$ cat config.mk
export PLATFORM = sky130hd
export DESIGN_NAME = mem_stage_flat
export DESIGN_NICKNAME = d
export VERILOG_FILES = /design/src/rtl/mem_stage_if.sv /design/src/rtl/mem_stage.sv /design/src/flat_wrapper.sv
export SDC_FILE = /design/constraint.sdc
export NUM_CORES = 1
export LEC_CHECK = 0
export CAP_MARGIN = 20
export CELL_PAD_IN_SITES_DETAIL_PLACEMENT = 1
export CELL_PAD_IN_SITES_GLOBAL_PLACEMENT = 1
export CORE_MARGIN = 4
export CORE_UTILIZATION = 33
export CTS_BUF_LIST = sky130_fd_sc_hd__clkbuf_2 sky130_fd_sc_hd__clkbuf_4 sky130_fd_sc_hd__clkbuf_8
export DETAILED_ROUTE_END_ITERATION = 10
export HOLD_SLACK_MARGIN = 0.08
export PLACE_DENSITY_LB_ADDON = 0.1
export SETUP_SLACK_MARGIN = 0.5
export SYNTH_ARGS = -nofsm -noshare
export SYNTH_HDL_FRONTEND = slang
export SYNTH_SLANG_ARGS = --single-unit
$ cat constraint.sdc
create_clock -name clk -period 1.7 [get_ports clk]
set_input_delay 0.51 -clock clk [delete_from_list [all_inputs] [get_ports clk]]
set_output_delay 0.51 -clock clk [all_outputs]
set_load 0.005 [all_outputs]
$ cat src/rtl/mem_stage_if.sv
// mem_stage_if: bundles the request handshake, data-memory port and writeback
// handshake of the SIC-4 memory-access stage.
//   req_*  : execute -> stage request (valid/ready)
//   mem_*  : stage -> data_memory (mem_rdata is a combinational read of mem_addr)
//   wb_*   : stage -> writeback load result (valid/ready)
// Modports:
//   slave  : view used by mem_stage
//   master : view used by the surrounding pipeline / memory
interface mem_stage_if #(
  parameter int unsigned ADDR_W = 8,
  parameter int unsigned DATA_W = 8,
  parameter int unsigned TAG_W  = 2
);
  logic              req_valid;
  logic              req_ready;
  logic              req_we;
  logic [ADDR_W-1:0] req_addr;
  logic [DATA_W-1:0] req_wdata;
  logic [TAG_W-1:0]  req_tag;

  logic [ADDR_W-1:0] mem_addr;
  logic [DATA_W-1:0] mem_wdata;
  logic              mem_we;
  logic [DATA_W-1:0] mem_rdata;

  logic              wb_valid;
  logic              wb_ready;
  logic [DATA_W-1:0] wb_data;
  logic [TAG_W-1:0]  wb_tag;

  modport slave (
    input  req_valid, req_we, req_addr, req_wdata, req_tag, mem_rdata, wb_ready,
    output req_ready, mem_addr, mem_wdata, mem_we, wb_valid, wb_data, wb_tag
  );

  modport master (
    output req_valid, req_we, req_addr, req_wdata, req_tag, mem_rdata, wb_ready,
    input  req_ready, mem_addr, mem_wdata, mem_we, wb_valid, wb_data, wb_tag
  );
endinterface

$ cat src/rtl/mem_stage.sv
// mem_stage: memory-access stage of the SIC-4 datapath. Accepts one load or
// store per request handshake, drives data_memory for exactly one cycle per
// request, and holds load data for writeback under a valid/ready handshake.
// Ports:
//   clk  : rising-edge clock
//   rst  : asynchronous active-high reset
//   bus  : mem_stage_if.slave (request, data-memory and writeback signals)
//   ld_count, st_count : 16-bit saturating load/store counters, present only
//                        when MEM_STAGE_STATS_EN is defined
// Optional feature macro: MEM_STAGE_STATS_EN
module mem_stage #(
  parameter int unsigned ADDR_W = 8,
  parameter int unsigned DATA_W = 8,
  parameter int unsigned TAG_W  = 2
) (
  input  logic        clk,
  input  logic        rst,
`ifdef MEM_STAGE_STATS_EN
  output logic [15:0] ld_count,
  output logic [15:0] st_count,
`endif
  mem_stage_if.slave  bus
);

  typedef enum logic [1:0] {StIdle, StAccess, StResult} state_e;

  state_e            state_q;
  logic              we_q;
  logic [ADDR_W-1:0] addr_q;
  logic [DATA_W-1:0] wdata_q;
  logic [TAG_W-1:0]  tag_q;
  logic [DATA_W-1:0] wb_data_q;
  logic [TAG_W-1:0]  wb_tag_q;

  logic req_ready;
  logic accept;

  // A store frees the stage during its own ACCESS cycle; a load must first
  // hand its result to writeback.
  always_comb begin
    req_ready = 1'b0;
    if (!rst) begin
      unique case (state_q)
        StIdle:   req_ready = 1'b1;
        StAccess: req_ready = we_q;
        StResult: req_ready = bus.wb_ready;
        default:  req_ready = 1'b0;
      endcase
    end
  end

  assign accept = bus.req_valid && req_ready;

  always_ff @(posedge clk or posedge rst) begin
    if (rst) begin
      state_q   <= StIdle;
      we_q      <= 1'b0;
      addr_q    <= '0;
      wdata_q   <= '0;
      tag_q     <= '0;
      wb_data_q <= '0;
      wb_tag_q  <= '0;
    end else begin
      if (accept) begin
        we_q    <= bus.req_we;
        addr_q  <= bus.req_addr;
        wdata_q <= bus.req_wdata;
        tag_q   <= bus.req_tag;
      end
      unique case (state_q)
        StIdle: begin
          if (accept) state_q <= StAccess;
        end
        StAccess: begin
          if (we_q) begin
            state_q <= accept ? StAccess : StIdle;
          end else begin
            state_q   <= StResult;
            wb_data_q <= bus.mem_rdata;
            wb_tag_q  <= tag_q;
          end
        end
        StResult: begin
          if (bus.wb_ready) state_q <= accept ? StAccess : StIdle;
        end
        default: state_q <= StIdle;
      endcase
    end
  end

  assign bus.req_ready = req_ready;
  // Decoded from registers only, so an async reset drops the write strobe at once.
  assign bus.mem_we    = (state_q == StAccess) && we_q;
  assign bus.mem_addr  = addr_q;
  assign bus.mem_wdata = wdata_q;
  assign bus.wb_valid  = (state_q == StResult);
  assign bus.wb_data   = wb_data_q;
  assign bus.wb_tag    = wb_tag_q;

`ifdef MEM_STAGE_STATS_EN
  always_ff @(posedge clk or posedge rst) begin
    if (rst) begin
      ld_count <= '0;
      st_count <= '0;
    end else if (state_q == StAccess) begin
      if (we_q) begin
        if (st_count != 16'hFFFF) st_count <= st_count + 16'd1;
      end else begin
        if (ld_count != 16'hFFFF) ld_count <= ld_count + 16'd1;
      end
    end
  end
`endif

endmodule

$ cat src/flat_wrapper.sv
// flat-port wrapper written by rule: the top's interface ports become plain ports
module mem_stage_flat 
#(
  parameter int unsigned ADDR_W = 8,
  parameter int unsigned DATA_W = 8,
  parameter int unsigned TAG_W  = 2
)
  (clk, rst, bus_req_valid, bus_req_we, bus_req_addr, bus_req_wdata, bus_req_tag, bus_mem_rdata, bus_wb_ready, bus_req_ready, bus_mem_addr, bus_mem_wdata, bus_mem_we, bus_wb_valid, bus_wb_data, bus_wb_tag);
  mem_stage_if #(.ADDR_W(ADDR_W), .DATA_W(DATA_W), .TAG_W(TAG_W)) bus_i ();
  input  logic clk;
  input  logic rst;
  input wire logic [$bits(bus_i.req_valid)-1:0] bus_req_valid;
  input wire logic [$bits(bus_i.req_we)-1:0] bus_req_we;
  input wire logic [$bits(bus_i.req_addr)-1:0] bus_req_addr;
  input wire logic [$bits(bus_i.req_wdata)-1:0] bus_req_wdata;
  input wire logic [$bits(bus_i.req_tag)-1:0] bus_req_tag;
  input wire logic [$bits(bus_i.mem_rdata)-1:0] bus_mem_rdata;
  input wire logic [$bits(bus_i.wb_ready)-1:0] bus_wb_ready;
  output wire logic [$bits(bus_i.req_ready)-1:0] bus_req_ready;
  output wire logic [$bits(bus_i.mem_addr)-1:0] bus_mem_addr;
  output wire logic [$bits(bus_i.mem_wdata)-1:0] bus_mem_wdata;
  output wire logic [$bits(bus_i.mem_we)-1:0] bus_mem_we;
  output wire logic [$bits(bus_i.wb_valid)-1:0] bus_wb_valid;
  output wire logic [$bits(bus_i.wb_data)-1:0] bus_wb_data;
  output wire logic [$bits(bus_i.wb_tag)-1:0] bus_wb_tag;
  assign bus_i.req_valid = bus_req_valid;
  assign bus_i.req_we = bus_req_we;
  assign bus_i.req_addr = bus_req_addr;
  assign bus_i.req_wdata = bus_req_wdata;
  assign bus_i.req_tag = bus_req_tag;
  assign bus_i.mem_rdata = bus_mem_rdata;
  assign bus_i.wb_ready = bus_wb_ready;
  assign bus_req_ready = bus_i.req_ready;
  assign bus_mem_addr = bus_i.mem_addr;
  assign bus_mem_wdata = bus_i.mem_wdata;
  assign bus_mem_we = bus_i.mem_we;
  assign bus_wb_valid = bus_i.wb_valid;
  assign bus_wb_data = bus_i.wb_data;
  assign bus_wb_tag = bus_i.wb_tag;
  mem_stage #(.ADDR_W(ADDR_W), .DATA_W(DATA_W), .TAG_W(TAG_W)) u_core (.clk(clk), .rst(rst), .bus(bus_i));
endmodule
# == Yosys cells after proc, flatten, opt, wreduce, memory -nomap -nowiden ==
# Index checks and enable logic that the tools add are counted.
# totals
output_inout_bits,29
reg_bits,31
inputBits,31
# op_classes
n_reduce_logical,5
n_mux,7
bitwise_logic,1
eq_ne,4
# op_table
operator,count
$mux 2,3
$pmux 2 s3,1
$reduce_and 2->1,2
$pmux 1 s3,1
$eq 2x1->1 const B,1
$eq 2x2->1 const B,1
$logic_and 1x1->1,2
$logic_not 2->1,1
$mux 1,2
$ne 2x1->1 const B,1
$ne 2x2->1 const B,1
$not 1->1,1

# == Logic depth before layout (Yosys ltp) ==
# Gate-level depths: netlist (run 1).
# depth
depth_word,7
ltp_mapped,6
mapped_depth_nobuf,4

# == Least setup slack after synthesis (run 1) ==
# No wires, ideal clock.
# synth_timing
path_kind,input -> register
start,in bus_wb_ready
end,reg u_core.addr_q[0] (netlist: u_core.bus.mem_addr[0])
path_slack_ns,0.177
stages,6
setup_ns,0.125
arrival_ns,1.397
path_buffers,2
path_cell_list,nand2b_4 -> a21boi_4 -> nand2b_4 -> buf_6 -> buf_12 -> mux2_4
# synth_between
elab_chain_cells,3
# synth_lines
element,line,text
"start, declared",flat_wrapper.sv:18,input wire logic [$bits(bus_i.wb_ready)-1:0] bus_wb_ready;
$pmux 1 s3,mem_stage.sv:43,unique case (state_q)
$mux 1,mem_stage.sv:42,if (!rst) begin
$logic_and 1x1->1,mem_stage.sv:52,assign accept = bus.req_valid && req_ready;
"end signal, assigned",mem_stage.sv:66,addr_q <= bus.req_addr;
"end, declared",mem_stage.sv:29,logic [ADDR_W-1:0] addr_q;
# Every way passes these cells.
# A chain may end at the register's enable or synchronous reset.

# == Worst setup path after layout (run 1) ==
# layout_timing
start,reg u_core.state_q[0]
end,out bus_wb_valid
# layout_between
elab_chain_cells,1
# layout_lines
element,line,text
"start, declared",mem_stage.sv:27,state_e state_q;
"start signal, assigned",mem_stage.sv:56,state_q <= StIdle;
"start signal, assigned",mem_stage.sv:72,if (accept) state_q <= StAccess;
"start signal, assigned",mem_stage.sv:76,state_q <= accept ? StAccess : StIdle;
$eq 2x2->1,mem_stage.sv:96,assign bus.wb_valid = (state_q == StResult);
"end, declared",flat_wrapper.sv:23,output wire logic [$bits(bus_i.wb_valid)-1:0] bus_wb_valid;
# Every way passes these cells.

==> flow_summary.html, run 1 <==
<table>
<tr><th>Metric</th><th>Value</th></tr>
<tr><th colspan="2">Outcome</th></tr>
<tr><td>Status</td><td>complete, but fails checks</td></tr>
<tr><td>Violated checks</td><td>setup timing</td></tr>
<tr><th colspan="2">STA</th></tr>
<tr><td>Final Setup Violations</td><td>3</td></tr>
<tr><td>Slew at the pin closest to its max-slew limit</td><td>259 ps</td></tr>
<tr><td>Final number of max-transition violations</td><td>0</td></tr>
<tr><td>Fin Clk Skew</td><td>approximately 4.6 ps</td></tr>
<tr><td>Fmax</td><td>564 MHz</td></tr>
<tr><td>Final Cycle Share</td><td>1.04</td></tr>
<tr><td>Remaining max-slew budget at the tightest pin</td><td>0.827</td></tr>
<tr><td>Setup repair after global routing missed its margin</td><td>yes</td></tr>
<tr><td>Clock period minus final worst setup slack</td><td>roughly 1800 ps</td></tr>
<tr><td>Final setup margin</td><td>-74.6 ps</td></tr>
<tr><td>Number of hold violations in the final report</td><td>0</td></tr>
<tr><th colspan="2">Power</th></tr>
<tr><td>Areal power density over the cells</td><td>between 1000 and 1500 nW/µm²</td></tr>
<tr><td>Proportion of total power due to net switching</td><td>0.254</td></tr>
<tr><td>Post-route total power</td><td>2.82 mW</td></tr>
<tr><td>Worst supply voltage drop on vdd</td><td>659 µV</td></tr>
<tr><td>Relative contribution of sequential cells to total power</td><td>0.377</td></tr>
<tr><td>Internal Dissipation</td><td>between 2 and 2.5 mW</td></tr>
<tr><td>Combinational group share of total power</td><td>0.352</td></tr>
<tr><td>Leakage power figure</td><td>roughly 1.2 nW</td></tr>
<tr><td>Relative contribution of the clock network to total power</td><td>0.271</td></tr>
<tr><td>Total net switching power</td><td>0.716 mW</td></tr>
<tr><th colspan="2">Critical path</th></tr>
<tr><td>Capturing element type of the critical path</td><td>output pin</td></tr>
<tr><td>Launch point of the worst reg-to-reg path</td><td>u_core.state_q[0]$_DFFE_PP0P_</td></tr>
<tr><td>Arr. time, crit path</td><td>between 1000 and 1500 ps</td></tr>
<tr><td>Kind of critical path</td><td>reg2out</td></tr>
<tr><td>Worst setup endpoint</td><td>bus_wb_valid</td></tr>
<tr><td>Largest driver fanout on the critical path</td><td>4</td></tr>
<tr><td>Cell breakdown of the critical path</td><td>buf_4 -&gt; buf_6 -&gt; nor2_2 -&gt; clkdlybuf4s15_2</td></tr>
<tr><td>Worst reg2reg path endpoint</td><td>u_core.bus.mem_wdata[1]$_DFFE_PP0N_</td></tr>
<tr><td>Required time worst endpoint</td><td>~1200 ps</td></tr>
<tr><td>CP Launch Type</td><td>register</td></tr>
<tr><td>Worst-path cell with the longest stage delay</td><td>sky130_fd_sc_hd__dfrtp_1</td></tr>
<tr><td>Reg2Reg Setup Slack</td><td>120 ps</td></tr>
<tr><td>Depth of the worst register-to-register path</td><td>6</td></tr>
<tr><td>Startpoint of the worst setup timing path</td><td>u_core.state_q[0]$_DFFE_PP0P_</td></tr>
<tr><td>Delay of the slowest critical-path stage</td><td>about 400 ps</td></tr>
<tr><th colspan="2">Global route</th></tr>
<tr><td>Via count of the first global-routing pass</td><td>1177</td></tr>
<tr><td>First-pass GRT wire length</td><td>6.26 mm</td></tr>
<tr><td>Global-route total usage across every layer</td><td>0.168</td></tr>
<tr><td>Global route total overflow</td><td>0</td></tr>
<tr><td>Maximum number of pins on one net before global-route repair</td><td>18</td></tr>
<tr><td>Number of antenna violations at the first check in global routing</td><td>0</td></tr>
<tr><th colspan="2">Placement</th></tr>
<tr><td>Final weighted congestion of routability-driven global placement</td><td>around 0.85</td></tr>
<tr><td>Detailed-placement wirelength estimate</td><td>approximately 2.5 mm</td></tr>
<tr><td>IO buf count</td><td>just under 60</td></tr>
<tr><th colspan="2">Cells and area</th></tr>
<tr><td>Net total in the final layout</td><td>213</td></tr>
<tr><td>Fraction of final layout cells sized beyond drive strength 1</td><td>0.623</td></tr>
<tr><td>Total of fill cells in the finished design</td><td>approximately 370</td></tr>
<tr><td>Layout Utilization</td><td>0.622</td></tr>
<tr><td>Area grow syn2layout</td><td>79.3%</td></tr>
<tr><td>Count of inserted antenna diode cells</td><td>0</td></tr>
<tr><th colspan="2">Route</th></tr>
<tr><td>DR iter-0 viols</td><td>27</td></tr>
<tr><td>Via count normalized by instance count</td><td>around 4.5</td></tr>
<tr><td>TritonRoute pass-1 iters</td><td>2</td></tr>
<tr><td>Vias after detailed routing</td><td>1032</td></tr>
<tr><td>Final routed DRC violation total</td><td>0</td></tr>
<tr><td>Final Routed Wirelength</td><td>between 3 and 4 mm</td></tr>
<tr><td>Residual antenna-violating net count after detailed routing</td><td>0</td></tr>
<tr><td>Average wire length per cell after detail routing</td><td>17.0 µm</td></tr>
<tr><th colspan="2">Yosys</th></tr>
<tr><td>Number of distinct library cell variants in the gate-level netlist after synthesis</td><td>18</td></tr>
<tr><td>Flip-flop and latch count after synthesis</td><td>31</td></tr>
<tr><td>Synthesized area per cell</td><td>15.9 µm²</td></tr>
<tr><td>Warning count from the yosys run</td><td>0</td></tr>
<tr><td>Total nets after synthesis</td><td>112</td></tr>
<tr><td>Sequential cell area fraction in the yosys report</td><td>0.602</td></tr>
<tr><td>Synthesized instance count</td><td>81</td></tr>
<tr><td>Cell area after synthesis</td><td>1290 µm²</td></tr>
<tr><th colspan="2">CTS</th></tr>
<tr><td>H-Tree Level Count</td><td>2</td></tr>
<tr><td>Buffer levels on the longest clock path</td><td>2</td></tr>
<tr><td>Clock Root Buffer</td><td>sky130_fd_sc_hd__clkbuf_8</td></tr>
<tr><td>CTS Buf Count</td><td>5</td></tr>
<tr><td>TritonCTS clock tree</td><td>done</td></tr>
<tr><td>Latest clock arrival within the worst-skew pair</td><td>roughly 280 ps</td></tr>
<tr><td>TritonCTS sink count</td><td>31</td></tr>
<tr><td>Clock slew seen by the registers of the worst setup and hold paths</td><td>roughly 70 ps</td></tr>
<tr><th colspan="2">Job</th></tr>
<tr><td>Number of maximum-capacitance constraint violations</td><td>0</td></tr>
<tr><th colspan="2">Floorplanning</th></tr>
<tr><td>Total I/O pin count</td><td>60</td></tr>
<tr><td>Core footprint</td><td>3720 µm²</td></tr>
<tr><td>Standard-cell row count</td><td>22</td></tr>
<tr><td>Horiz. Die Dim</td><td>roughly 70 µm</td></tr>
<tr><td>Overall die area</td><td>4970 µm²</td></tr>
<tr><td>Initial standard-cell utilization of the core</td><td>0.347</td></tr>
<tr><td>Die outline height</td><td>70.5 µm</td></tr>
<tr><th colspan="2">Worst hold path</th></tr>
<tr><td>Min-delay worst type</td><td>in2async</td></tr>
</table>
## layout by cell type, fill, tap and decap left out, types with 2 or more instances in the layout
cell and n:
sky130_fd_sc_hd__mux2_4 23, sky130_fd_sc_hd__clkbuf_8 6, sky130_fd_sc_hd__buf_6 8, sky130_fd_sc_hd__dfrtp_1 31
sky130_fd_sc_hd__clkdlybuf4s50_1 27, sky130_fd_sc_hd__buf_4 27, sky130_fd_sc_hd__inv_2 2, sky130_fd_sc_hd__dlygate4sd2_1 2
sky130_fd_sc_hd__inv_1 3, sky130_fd_sc_hd__buf_2 29, sky130_fd_sc_hd__mux2_2 5, sky130_fd_sc_hd__buf_12 2
sky130_fd_sc_hd__nand2b_4 2
## synth_stat cells (all sizes together)
| cell type | n | area share |
|---|---|---|
| and3 | 1 | 0.0049 |
| dfrtp | 31 | 0.60 |
| buf | 3 | 0.028 |
| a21oi | 2 | 0.0078 |
| mux2 | 28 | 0.27 |
| a21o | 1 | 0.0058 |
| nor2 | 2 | 0.0058 |
| and2b | 1 | 0.0058 |
| nand2 | 1 | 0.0029 |
| a21boi | 1 | 0.015 |
| nor3b | 1 | 0.0058 |
| a31oi | 1 | 0.0049 |
| nand2b | 3 | 0.026 |
| inv | 5 | 0.015 |
## metrics by stage
step	cell area (µm²)	TNS (ps)	cells	worst slack [ps]	hold slack [ps]
finish	2310	-188	231	-74.6	254
global route	2310	-367	231	-148	280
CTS	2200	-138	217	-60.9	344
detailed placement	2010	-6180	195	-644	491
global placement	2010	-5860	195	-651	483
floorplan	1300	0	81	181	474
## critical path, delay by kind of cell, from the launching register on
kind	cells	cell delay, ps
buffers and inverters	3	470
DFF	1	400
and+or+nand+nor	1	110
## layer usage
metal	part of all wire	vias up	global-route usage	routed length, µm
met1	0.36	510	0.174	1410
met4	0.013	0	0.0511	50
met2	0.56	41	0.309	2200
met3	0.067	7	0.0647	261
met5	0	-	0	0
li1	-	474	-	-
## logic make-up after synthesis
kind of cell,count (synthesis),synth area share
DFF,31,0.602
buffers and inverters,8,0.0427
muxes,28,0.271
and+or+nand+nor,9,0.0515
AOI/OAI and AO/OA,5,0.0330
## power by group through the flow
| stage | logic [mW] | registers, mW | clock network (mW) |
|---|---|---|---|
| 3_5_place_dp | 0.890 | 1.08 | 0 |
| 2_1_floorplan | 0.303 | 1.08 | 0 |
| 6_report | 0.992 | 1.06 | 0.762 |
| 4_1_cts | 0.883 | 1.06 | 0.770 |
| 5_1_grt | 1.08 | 1.09 | 0.825 |
| 3_3_place_gp | 0.864 | 1.06 | 0 |
## worst min path at each step
stage,to,startpoint,cells after the start
4_1_cts,u_core.bus.wb_data[0]$_DFFE_PP0P_,rst,3
3_5_place_dp,u_core.tag_q[1]$_DFFE_PP0N_,u_core.tag_q[1]$_DFFE_PP0N_,1
6_report,u_core.bus.mem_wdata[4]$_DFFE_PP0N_,rst,3
3_3_place_gp,u_core.bus.wb_tag[1]$_DFFE_PP0P_,u_core.tag_q[1]$_DFFE_PP0N_,1
5_1_grt,u_core.bus.mem_wdata[4]$_DFFE_PP0N_,rst,3
2_1_floorplan,u_core.bus.wb_tag[0]$_DFFE_PP0P_,u_core.tag_q[0]$_DFFE_PP0N_,1
## layout make-up
type                    count  area [µm²]  area share
flip-flops and latches     31         776       0.336
well taps                  48        60.1      0.0260
repair buffers             97         805       0.348
clock buffers               6        82.6      0.0357
clock inverters             2        35.0      0.0152
inverters                   5        18.8     0.00812
multi-input cells          42         534       0.231
## sequential cells by signal, indices dropped and copies added, names as in the netlist
signal                flops
u_core.bus.mem_addr       8
u_core.bus.mem_wdata      8
u_core.bus.wb_data        8
u_core.bus.wb_tag         2
u_core.state_q            2
u_core.tag_q              2
u_core.we_q               1
## timing repair
| item | 4_1_cts | 5_1_grt |
|---|---|---|
| pin swaps | 2 | 1 |
| hold buffers | 0 | 0 |
| endpoints found under the hold margin | 0 | 0 |
| setup buffers | 12 | 14 |
| gates resized for setup | 149 | 4 |
| endpoints found under the setup margin | 59 | 59 |
| gates cloned | 2 | 0 |
(Power assumes the default switching activity.)
==> inputs of run 2 (changes only) <==
Settings changed: CAP_MARGIN 20 to unset.
==> results of run 2 <==
The final DEF is identical to that of run 1; final timing and power are the same.
==> inputs of run 3 (changes only) <==
Settings changed: SLEW_MARGIN set to 20.
==> results of run 3 <==
The final DEF is identical to that of run 1; final timing and power are the same.
